==> src/rtl/regf_wb_if.sv <==
// Write-back request bus between NREQ requesters and the regf write arbiter.
// Requester i uses bit i of req_valid/req_ready and slices i*AW +: AW / i*DW +: DW.
interface regf_wb_if #(
  parameter int NREQ = 3,
  parameter int AW   = 5,
  parameter int DW   = 32
);
  logic [NREQ-1:0]    req_valid;
  logic [NREQ-1:0]    req_ready;
  logic [NREQ*AW-1:0] req_addr;
  logic [NREQ*DW-1:0] req_data;

  // requester side
  modport master (output req_valid, output req_addr, output req_data, input req_ready);
  // arbiter side
  modport slave  (input req_valid, input req_addr, input req_data, output req_ready);
endinterface

==> src/rtl/regf_wb_arbiter.sv <==
// Register-file write-port arbiter with busy scoreboard.
// Round-robin grant among NREQ write-back requesters, registered regf write,
// 32-entry busy scoreboard with combinational hazard check for the issue stage.
// Optional macro REGF_WB_PRIO0_EN: requester 0 gets fixed highest priority and
// the remaining requesters round-robin over pointer range 1..NREQ-1.
module regf_wb_arbiter #(
  parameter int NREQ = 3,
  parameter int AW   = 5,
  parameter int DW   = 32
) (
  input  logic          clk,
  input  logic          rst,
  regf_wb_if.slave      req,
  output logic          w_enable_o,
  output logic [AW-1:0] w_addr_o,
  output logic [DW-1:0] w_data_o,
  input  logic          issue_valid_i,
  input  logic [AW-1:0] issue_rd_i,
  input  logic [AW-1:0] chk_rs1_i,
  input  logic [AW-1:0] chk_rs2_i,
  input  logic [AW-1:0] chk_rd_i,
  output logic          hazard_o,
  output logic [31:0]   busy_mask_o
);

  localparam int PW = $clog2(NREQ);

  logic [PW-1:0]   ptr_q, ptr_d;
  logic            init_q;
  logic [NREQ-1:0] grant;
  logic [PW-1:0]   gnt_idx;
  logic            gnt_any;
  logic [AW-1:0]   sel_addr;
  logic [DW-1:0]   sel_data;
  logic            w_en_q, w_en_d;
  logic [AW-1:0]   w_addr_q, w_addr_d;
  logic [DW-1:0]   w_data_q, w_data_d;
  logic [31:0]     busy_q, busy_d;

  // Hold grants off for one settle cycle after reset so requesters that kept
  // valid asserted through reset are not granted in the release cycle.
  always_ff @(posedge clk) begin
    if (rst) init_q <= 1'b1;
    else     init_q <= 1'b0;
  end

  // Grant search: first valid requester at or after the pointer, wrapping.
  always_comb begin
    int idx;
    int base;
    grant   = '0;
    gnt_idx = '0;
    gnt_any = 1'b0;
    idx     = 0;
    base    = 0;
    if (!(rst || init_q)) begin
`ifdef REGF_WB_PRIO0_EN
      if (req.req_valid[0]) begin
        grant[0] = 1'b1;
        gnt_any  = 1'b1;
      end else begin
        // pointer value 0 (reset) behaves as 1 in the 1..NREQ-1 ring
        base = (ptr_q == '0) ? 1 : int'(ptr_q);
        for (int k = 0; k < NREQ-1; k++) begin
          idx = base + k;
          if (idx >= NREQ) idx = idx - (NREQ-1);
          if (!gnt_any && req.req_valid[idx]) begin
            grant[idx] = 1'b1;
            gnt_idx    = PW'(idx);
            gnt_any    = 1'b1;
          end
        end
      end
`else
      base = int'(ptr_q);
      for (int k = 0; k < NREQ; k++) begin
        idx = base + k;
        if (idx >= NREQ) idx = idx - NREQ;
        if (!gnt_any && req.req_valid[idx]) begin
          grant[idx] = 1'b1;
          gnt_idx    = PW'(idx);
          gnt_any    = 1'b1;
        end
      end
`endif
    end
  end

  assign req.req_ready = grant;
  assign sel_addr = req.req_addr[int'(gnt_idx)*AW +: AW];
  assign sel_data = req.req_data[int'(gnt_idx)*DW +: DW];

  // Pointer advance: move past the winner; hold when nothing was granted.
  always_comb begin
    ptr_d = ptr_q;
`ifdef REGF_WB_PRIO0_EN
    if (gnt_any && gnt_idx != '0)
      ptr_d = (gnt_idx == PW'(NREQ-1)) ? PW'(1) : gnt_idx + PW'(1);
`else
    if (gnt_any)
      ptr_d = (gnt_idx == PW'(NREQ-1)) ? '0 : gnt_idx + PW'(1);
`endif
  end

  // Write path next-state: x0 writes are consumed but never reach regf.
  always_comb begin
    w_en_d   = gnt_any && (sel_addr != '0);
    w_addr_d = w_addr_q;
    w_data_d = w_data_q;
    if (w_en_d) begin
      w_addr_d = sel_addr;
      w_data_d = sel_data;
    end
  end

  // Scoreboard next-state: clear on commit, then set on issue so a new
  // producer issued on the commit edge keeps the bit.
  always_comb begin
    busy_d = busy_q;
    if (w_en_q) busy_d[w_addr_q] = 1'b0;
    if (issue_valid_i && issue_rd_i != '0) busy_d[issue_rd_i] = 1'b1;
    busy_d[0] = 1'b0;
  end

  // State registers.
  always_ff @(posedge clk) begin
    if (rst) begin
      ptr_q    <= '0;
      w_en_q   <= 1'b0;
      w_addr_q <= '0;
      w_data_q <= '0;
      busy_q   <= '0;
    end else begin
      ptr_q    <= ptr_d;
      w_en_q   <= w_en_d;
      w_addr_q <= w_addr_d;
      w_data_q <= w_data_d;
      busy_q   <= busy_d;
    end
  end

  assign w_enable_o  = w_en_q;
  assign w_addr_o    = w_addr_q;
  assign w_data_o    = w_data_q;
  assign busy_mask_o = busy_q;
  assign hazard_o    = busy_q[chk_rs1_i] | busy_q[chk_rs2_i] | busy_q[chk_rd_i];

endmodule

==> src/flat_wrapper.sv <==
// flat-port wrapper written by rule: the top's interface ports become plain ports
module regf_wb_arbiter_flat 
#(
  parameter int NREQ = 3,
  parameter int AW   = 5,
  parameter int DW   = 32
)
  (clk, rst, w_enable_o, w_addr_o, w_data_o, issue_valid_i, issue_rd_i, chk_rs1_i, chk_rs2_i, chk_rd_i, hazard_o, busy_mask_o, req_req_valid, req_req_addr, req_req_data, req_req_ready);
  regf_wb_if #(.NREQ(NREQ), .AW(AW), .DW(DW)) req_i ();
  input  logic clk;
  input  logic rst;
  output logic w_enable_o;
  output logic [AW-1:0] w_addr_o;
  output logic [DW-1:0] w_data_o;
  input  logic issue_valid_i;
  input  logic [AW-1:0] issue_rd_i;
  input  logic [AW-1:0] chk_rs1_i;
  input  logic [AW-1:0] chk_rs2_i;
  input  logic [AW-1:0] chk_rd_i;
  output logic hazard_o;
  output logic [31:0] busy_mask_o;
  input wire logic [$bits(req_i.req_valid)-1:0] req_req_valid;
  input wire logic [$bits(req_i.req_addr)-1:0] req_req_addr;
  input wire logic [$bits(req_i.req_data)-1:0] req_req_data;
  output wire logic [$bits(req_i.req_ready)-1:0] req_req_ready;
  assign req_i.req_valid = req_req_valid;
  assign req_i.req_addr = req_req_addr;
  assign req_i.req_data = req_req_data;
  assign req_req_ready = req_i.req_ready;
  regf_wb_arbiter #(.NREQ(NREQ), .AW(AW), .DW(DW)) u_core (.clk(clk), .rst(rst), .req(req_i), .w_enable_o(w_enable_o), .w_addr_o(w_addr_o), .w_data_o(w_data_o), .issue_valid_i(issue_valid_i), .issue_rd_i(issue_rd_i), .chk_rs1_i(chk_rs1_i), .chk_rs2_i(chk_rs2_i), .chk_rd_i(chk_rd_i), .hazard_o(hazard_o), .busy_mask_o(busy_mask_o));
endmodule
==> config.mk <==
export PLATFORM = sky130hd
export DESIGN_NAME = regf_wb_arbiter_flat
export DESIGN_NICKNAME = d
export VERILOG_FILES = /design/src/rtl/regf_wb_if.sv /design/src/rtl/regf_wb_arbiter.sv /design/src/flat_wrapper.sv
export SDC_FILE = /design/constraint.sdc
export NUM_CORES = 1
export LEC_CHECK = 0
export ABC_CLOCK_PERIOD_IN_PS = 3600
export CAP_MARGIN = 20
export CORE_UTILIZATION = 30
export DETAILED_ROUTE_END_ITERATION = 8
export SYNTH_ARGS = -nofsm -noshare
export SYNTH_HDL_FRONTEND = slang
export SYNTH_SLANG_ARGS = --single-unit
==> constraint.sdc <==
create_clock -name clk -period 3.6 [get_ports clk]
set_input_delay 0.9 -clock clk [delete_from_list [all_inputs] [get_ports clk]]
set_output_delay 0.9 -clock clk [all_outputs]
set_load 0.005 [all_outputs]
==> flow_metrics.tcl, run 1 <==
set metrics [dict create \
    p_sw_w 0.000813 \
    num_rows 44 \
    hold_path_depth 2 \
    clk-insertion-delay-late_ps 330 \
    die_area_um2 15400 \
    synthToLayoutAreaGrowth_pct 63.9 \
    required_ps 2700 \
    p_leak_nw 2.53 \
    drv_cap 0 \
    synth_edf_count 0 \
    rr_worst_depth 10 \
    p_comb_share_pct 30.8 \
    avgSynthCellArea_um2 9.23 \
    rsz0062_at_grt "false" \
    clk_pin_slew_worst_paths_ps 60 \
    cts_tree "built" \
    drcViolationCount 0 \
    slew_violations 0 \
    io_pins 211 \
    hold_viol_final 0 \
    period_needed_ps 3520 \
    grt_pass1_vias 5084 \
    worst_setup_path_start_kind "input port" \
    synth_cell_types 48 \
    synth-main-ff-cell "dfxtp_1" \
    io_buffers 209 \
    hold_path_class "flip-flop to flip-flop" \
    synth-seq-cells 72 \
    post-route-period-util_pct 97.9 \
    ys_warn_count 0 \
    wire_per_inst_um 19.5 \
    cts_root_buf "clkbuf_16" \
    track_usage_pct 22.4 \
    peakVddDrop_mv 0.252 \
    place.gp.congestion 0.932 \
    first_pass_iters 6 \
    p_sw_share_pct 27.8 \
    syn-cell-area_um2 4480 \
    placed_cell_area_um2 6910 \
    drt-initial-drc-count 348 \
    worst_pin_slew_ps 715 \
    crit_fanout 5 \
    utilization_pct 50.5 \
    power.total_w 0.00293 \
    fmax_mhz 284 \
    grt_max_degree 40 \
    antenna_cells 0 \
    dp_hpwl_mm 13.2 \
    syn_inst 485 \
    arrival_ps 2620 \
    critPathCaptureType "output pin" \
    antenna_found_initial 0 \
    seqPwrFrac_pct 31.3 \
    htree_levels 3 \
    die_width_um 124 \
    final_cell_area_um2 7340 \
    start_util_pct 30.8 \
    powerDensity_nw_per_um2 399 \
    synth.net_count 626 \
    antenna_left 0 \
    cts_max_path_buffers 2 \
    cts_buffers 9 \
    viasPerCell 5.75 \
    internal_power_w 0.00211 \
    crit_chain "dlygate4sd2_1 -> or3b_2 -> o311ai_1 -> nand3_1 -> a21oi_1 -> clkdlybuf4s50_1" \
    power_frac_clock_pct 37.9 \
    drive_gt1_share_pct 18.3 \
    slowest_stage "clkdlybuf4s50_1" \
    r2r_setup_slack_ps 550 \
    routed_wl_mm 17.3 \
    grt_pass1_wl_mm 26.1 \
    outcome "finished clean" \
    setup_viol 0 \
    worstSetupPathType "input port to output pin" \
    core_um2 14500 \
    seq_area_frac_synth_pct 32.2 \
    fin_worst_skew_ps 5.22 \
    nets 837 \
    die_h_um 124 \
    ys_async_sr_fraction_pct 0 \
    slowest_delay_ps 530 \
    via_count 5092 \
    cts.sinks 72 \
    grt_overflow_total 0 \
    max-slew-margin-rel_pct 52.1 \
]
[Yosys cell counts (2+ instances only)]
master	count	area share, %
mux2i_1	5	1.1
and3b_1	2	0.39
a311oi_1	2	0.39
and2_1	4	0.56
buf_4	2	0.34
nor3b_1	4	0.67
buf_1	2	0.17
o32ai_1	3	0.59
nor3_1	3	0.34
o21a_1	2	0.34
clkbuf_1	28	2.3
buf_6	3	0.75
dfxtp_1	72	32
nand2b_1	4	0.56
a222oi_1	33	7.4
nor2b_1	2	0.28
a211oi_1	4	0.67
nand4_1	2	0.28
a21oi_1	72	8.1
a211oi_2	29	8.1
a221oi_1	3	0.59
nand2_1	57	4.8
o21ai_0	42	4.7
and3_1	3	0.42
mux2_2	4	1.0
mux4_2	27	14
o31ai_1	2	0.34
ha_1	4	1.1
nor2_1	11	0.92
buf_2	10	1.1
nand3_1	17	1.9
inv_1	11	0.92
[power by group through the flow]
stage	sequential, W	clock [W]	combinational (W)
2_1_floorplan	0.000921	0	0.000434
3_3_place_gp	0.000929	0	0.000861
3_5_place_dp	0.000930	0	0.000876
4_1_cts	0.000914	0.00112	0.000885
5_1_grt	0.000924	0.00117	0.000969
6_report	0.000916	0.00111	0.000900
[path summary, 6_finish.rpt]
path,to,startpoint
hold reg to reg,u_core.w_data_o[31],u_core.w_data_o[31]
setup / recovery,req_req_ready[1],req_req_valid[0]
hold / removal,u_core.w_data_o[31],u_core.w_data_o[31]
setup reg to reg,u_core.w_data_o[26],u_core.ptr_q[1]
[layout make-up]
type | count | area, µm²
flip-flops and latches | 72 | 1440
repair buffers | 245 | 2420
clock buffers | 11 | 243
multi-input cells | 357 | 2830
fillers | 1374 | 7200
well taps | 184 | 230
clock inverters | 5 | 128
inverters | 11 | 41.3
[flip-flops by register name, indices dropped and copies added (netlist names)]
name / cells
u_core.busy_mask_o: 31
u_core.ptr_q: 2
u_core.w_data_o: 32
u_core.init_q: 1
u_core.w_addr_o: 5
u_core.w_enable_o: 1
[layer usage]
metal,vias to the layer above,global-route usage (%),routed length (µm)
li1,2337,-,-
met1,2416,26.2,6820
met2,309,38.6,8460
met3,30,5.49,1600
met4,0,9.75,380
met5,-,0,0
[cell usage in the layout, fill, tap and decap left out, types with 5 or more instances in the layout]
master	count
a211oi_2	29
a21oi_1	71
a222oi_1	33
buf_4	28
clkbuf_16	9
clkdlybuf4s50_1	196
dfxtp_1	72
inv_1	11
mux2i_1	5
mux4_2	27
nand2_1	57
nand3_1	17
nor2_1	9
o21ai_0	42
[kinds of logic (layout without fill, tap and decap cells)]
kind of cell    after synthesis  in the layout  share of synthesized area, %
fa+ha+maj                     4              4                          1.12
flops                        72             72                          32.2
mux                          36             36                          15.7
compound gates              202            202                          33.3
buf+inv                      56            272                          5.65
simple gates                114            114                          11.9
other cells                   1              1                        0.0838
[what timing repair did]
item,CTS,global route
endpoints found under the setup margin,4,4
pin swaps,1,1
gates resized for setup,16,19
hold buffers,0,0
buffers inserted,2,0
hold endpoints to repair,0,0
[critical path, delay by kind of cell]
| kind | cells | cell delay [ps] |
|---|---|---|
| AND/OR/NAND/NOR | 2 | 600 |
| AO/OA/AOI/OAI | 2 | 300 |
| buffers and inverters | 2 | 820 |
[per-stage QoR]
| stage | hold WS (ps) | setup TNS (ps) | setup WS [ps] | cells |
|---|---|---|---|---|
| floorplan | 498 | 0 | 158 | 485 |
| global placement | 518 | -5120 | -554 | 866 |
| detailed placement | 532 | -5570 | -560 | 867 |
| CTS | 539 | -47.9 | -47.9 | 885 |
| global route | 575 | 0 | 3.17 | 885 |
| finish | 529 | 0 | 75.8 | 885 |
(Power assumes the default switching activity.)
==> run 2: changes to the inputs <==
- SETUP_SLACK_MARGIN: default -> 0.15
==> run 2 against run 1 <==
Compared with the run above: die area did not move; total power fell by 0.25%; sequential share of layout area did not move; worst hold slack barely moved; non-clock buffer count rose by 2; design area did not move; first-iteration DRC count rose by 9.8%; clock skew barely moved; clock power barely moved; critical endpoint is now hazard_o; highest routed layer unchanged; global-route usage barely moved; via count barely moved.
==> flow_metrics.tcl, run 2 (synthesized netlist as in run 1, its figures left out) <==
set metrics [dict create \
    antenna_found_initial 0 \
    clk-insertion-delay-late_ps 340 \
    clk_pin_slew_worst_paths_ps 60 \
    track_usage_pct 22.4 \
    cp-startpoint "chk_rs1_i[0]" \
    cts.sinks 72 \
    max-slew-margin-rel_pct 53.7 \
    r2r_setup_slack_ps 550 \
    cts_root_buf "clkbuf_16" \
    crit_buf_inv 3 \
    slowest_stage "mux4_2" \
    wire_per_inst_um 19.5 \
    die_h_um 124 \
    worst_setup_path_start_kind "input port" \
    period_needed_ps 3400 \
    largest_register_ffs 32 \
    powerDensity_nw_per_um2 398 \
    worstSetupPathDepth 7 \
    io_buffers 209 \
    cpMostUsedCell "mux4_2" \
    cts_tree "built" \
    routed_wl_mm 17.3 \
    place_ws_ps -560 \
    antenna_cells 0 \
    fin_setup_tns_ps 0 \
    peakVddDrop_mv 0.252 \
    final_cell_mix "clkdlybuf4s50_1 (194), a21oi_1 (72), dfxtp_1 (72)" \
    worstSetupPathType "input port to output pin" \
    grt_pass1_wl_mm 26.1 \
    nets 839 \
    final_cell_area_um2 7340 \
    critPathCaptureType "output pin" \
    place.gp.congestion 0.932 \
    start_util_pct 30.8 \
    hold_path_depth 2 \
    rr_startpoint "u_core.ptr_q[1]" \
    dp_hpwl_mm 13.2 \
    hold_viol_final 0 \
    post-route-period-util_pct 94.4 \
    antenna_left 0 \
    fin_worst_skew_ps 4.95 \
    via_count 5089 \
    grt_max_degree 40 \
    slew_violations 0 \
    drv_cap 0 \
    outcome "finished clean" \
    viasPerCell 5.74 \
    grt_overflow_total 0 \
    rr_worst_depth 11 \
    synthToLayoutAreaGrowth_pct 63.9 \
    die_width_um 124 \
    hold_buffers 0 \
    core_um2 14500 \
    crit_fanout 8 \
    crit_chain "clkbuf_2 -> buf_6 -> mux4_2 -> mux4_2 -> mux2i_1 -> nand3_1 -> buf_2" \
    drcViolationCount 0 \
    arrival_ps 2500 \
    utilization_pct 50.5 \
    rsz0062_at_grt "true" \
    num_rows 44 \
    drt-initial-drc-count 382 \
    final_common_cell "clkdlybuf4s50_1" \
    p_leak_nw 2.52 \
    setup_viol 0 \
    endpoint "hazard_o" \
    io_pins 211 \
    cts_buffers 9 \
    r2r-end "u_core.w_data_o[26]" \
    whs_ps 529 \
    htree_levels 3 \
    die_area_um2 15400 \
    required_ps 2700 \
    timing.final.ws_setup_ps 200 \
    worst_pin_slew_ps 692 \
    cp_top_family "multiplexers" \
    cts_max_path_buffers 2 \
    fmax_mhz 294 \
    grt_pass1_vias 5088 \
    slowest_delay_ps 510 \
    first_pass_iters 5 \
    hold_path_class "flip-flop to flip-flop" \
    placed_cell_area_um2 6910 \
    drive_gt1_share_pct 18.5 \
]
[run 2: changes by cell type in the layout (fill, tap and decap cells not counted), sizes merged]
cell	change
buf	+3
clkdlybuf4s15	+1
dlymetal6s2s	-4
dlygate4sd2	+4
clkdlybuf4s50	-2
[run 2: repair_timing]
action / CTS / global route
pin swaps: 1 / 2
setup endpoints to repair: 4 / 3
setup buffers: 3 / 0
cloned: 0 / 1
gates resized for setup: 27 / 15
[run 2: how the worst min path moves through the flow]
stage	from	endpoint	slack (ps)
after floorplan	u_core.busy_mask_o[3]	u_core.busy_mask_o[3]	500
after CTS	u_core.w_data_o[31]	u_core.w_data_o[31]	540
final	u_core.w_data_o[31]	u_core.w_data_o[31]	530
after global routing	u_core.w_data_o[31]	u_core.w_data_o[31]	570
after global placement	u_core.w_data_o[1]	u_core.w_data_o[1]	520
after detailed placement	u_core.w_data_o[31]	u_core.w_data_o[31]	530
[run 2: routing by layer]
| metal | global-route usage, % | up-vias | wire, µm |
|---|---|---|---|
| met5 | 0 | - | 0 |
| met4 | 9.75 | 0 | 378 |
| met3 | 5.49 | 29 | 1590 |
| met2 | 38.6 | 291 | 8450 |
| met1 | 26.2 | 2425 | 6830 |
| li1 | - | 2344 | - |
[run 2: through the flow]
step | instances | total power (W)
2_1_floorplan | 485 | 0.00135
3_3_place_gp | 866 | 0.00179
3_5_place_dp | 867 | 0.00181
4_1_cts | 886 | 0.00293
5_1_grt | 887 | 0.00306
6_report | 887 | 0.00292
[run 2: final cells by class]
cell class / instances / area, µm²
Inverter: 11 / 41.3
Multi-Input combinational cell: 357 / 2810
Sequential cell: 72 / 1440
Clock buffer: 11 / 243
Fill cell: 1377 / 7200
Timing Repair Buffer: 247 / 2450
Clock inverter: 5 / 128
Tap cell: 184 / 230
[run 2: worst register-to-register path, delay by kind of cell (launching register included)]
family	cells	cell delay (ps)
compound gates	3	1000
simple gates	3	620
buf+inv	3	450
flops	1	340
fa+ha+maj	1	300
mux	1	250
[run 2: power breakdown]
group	internal, W	leakage [nW]	switching [W]
Clock	0.000766	0.176	0.000342
Combinational	0.000484	1.76	0.000412
Sequential	0.000860	0.588	0.0000540
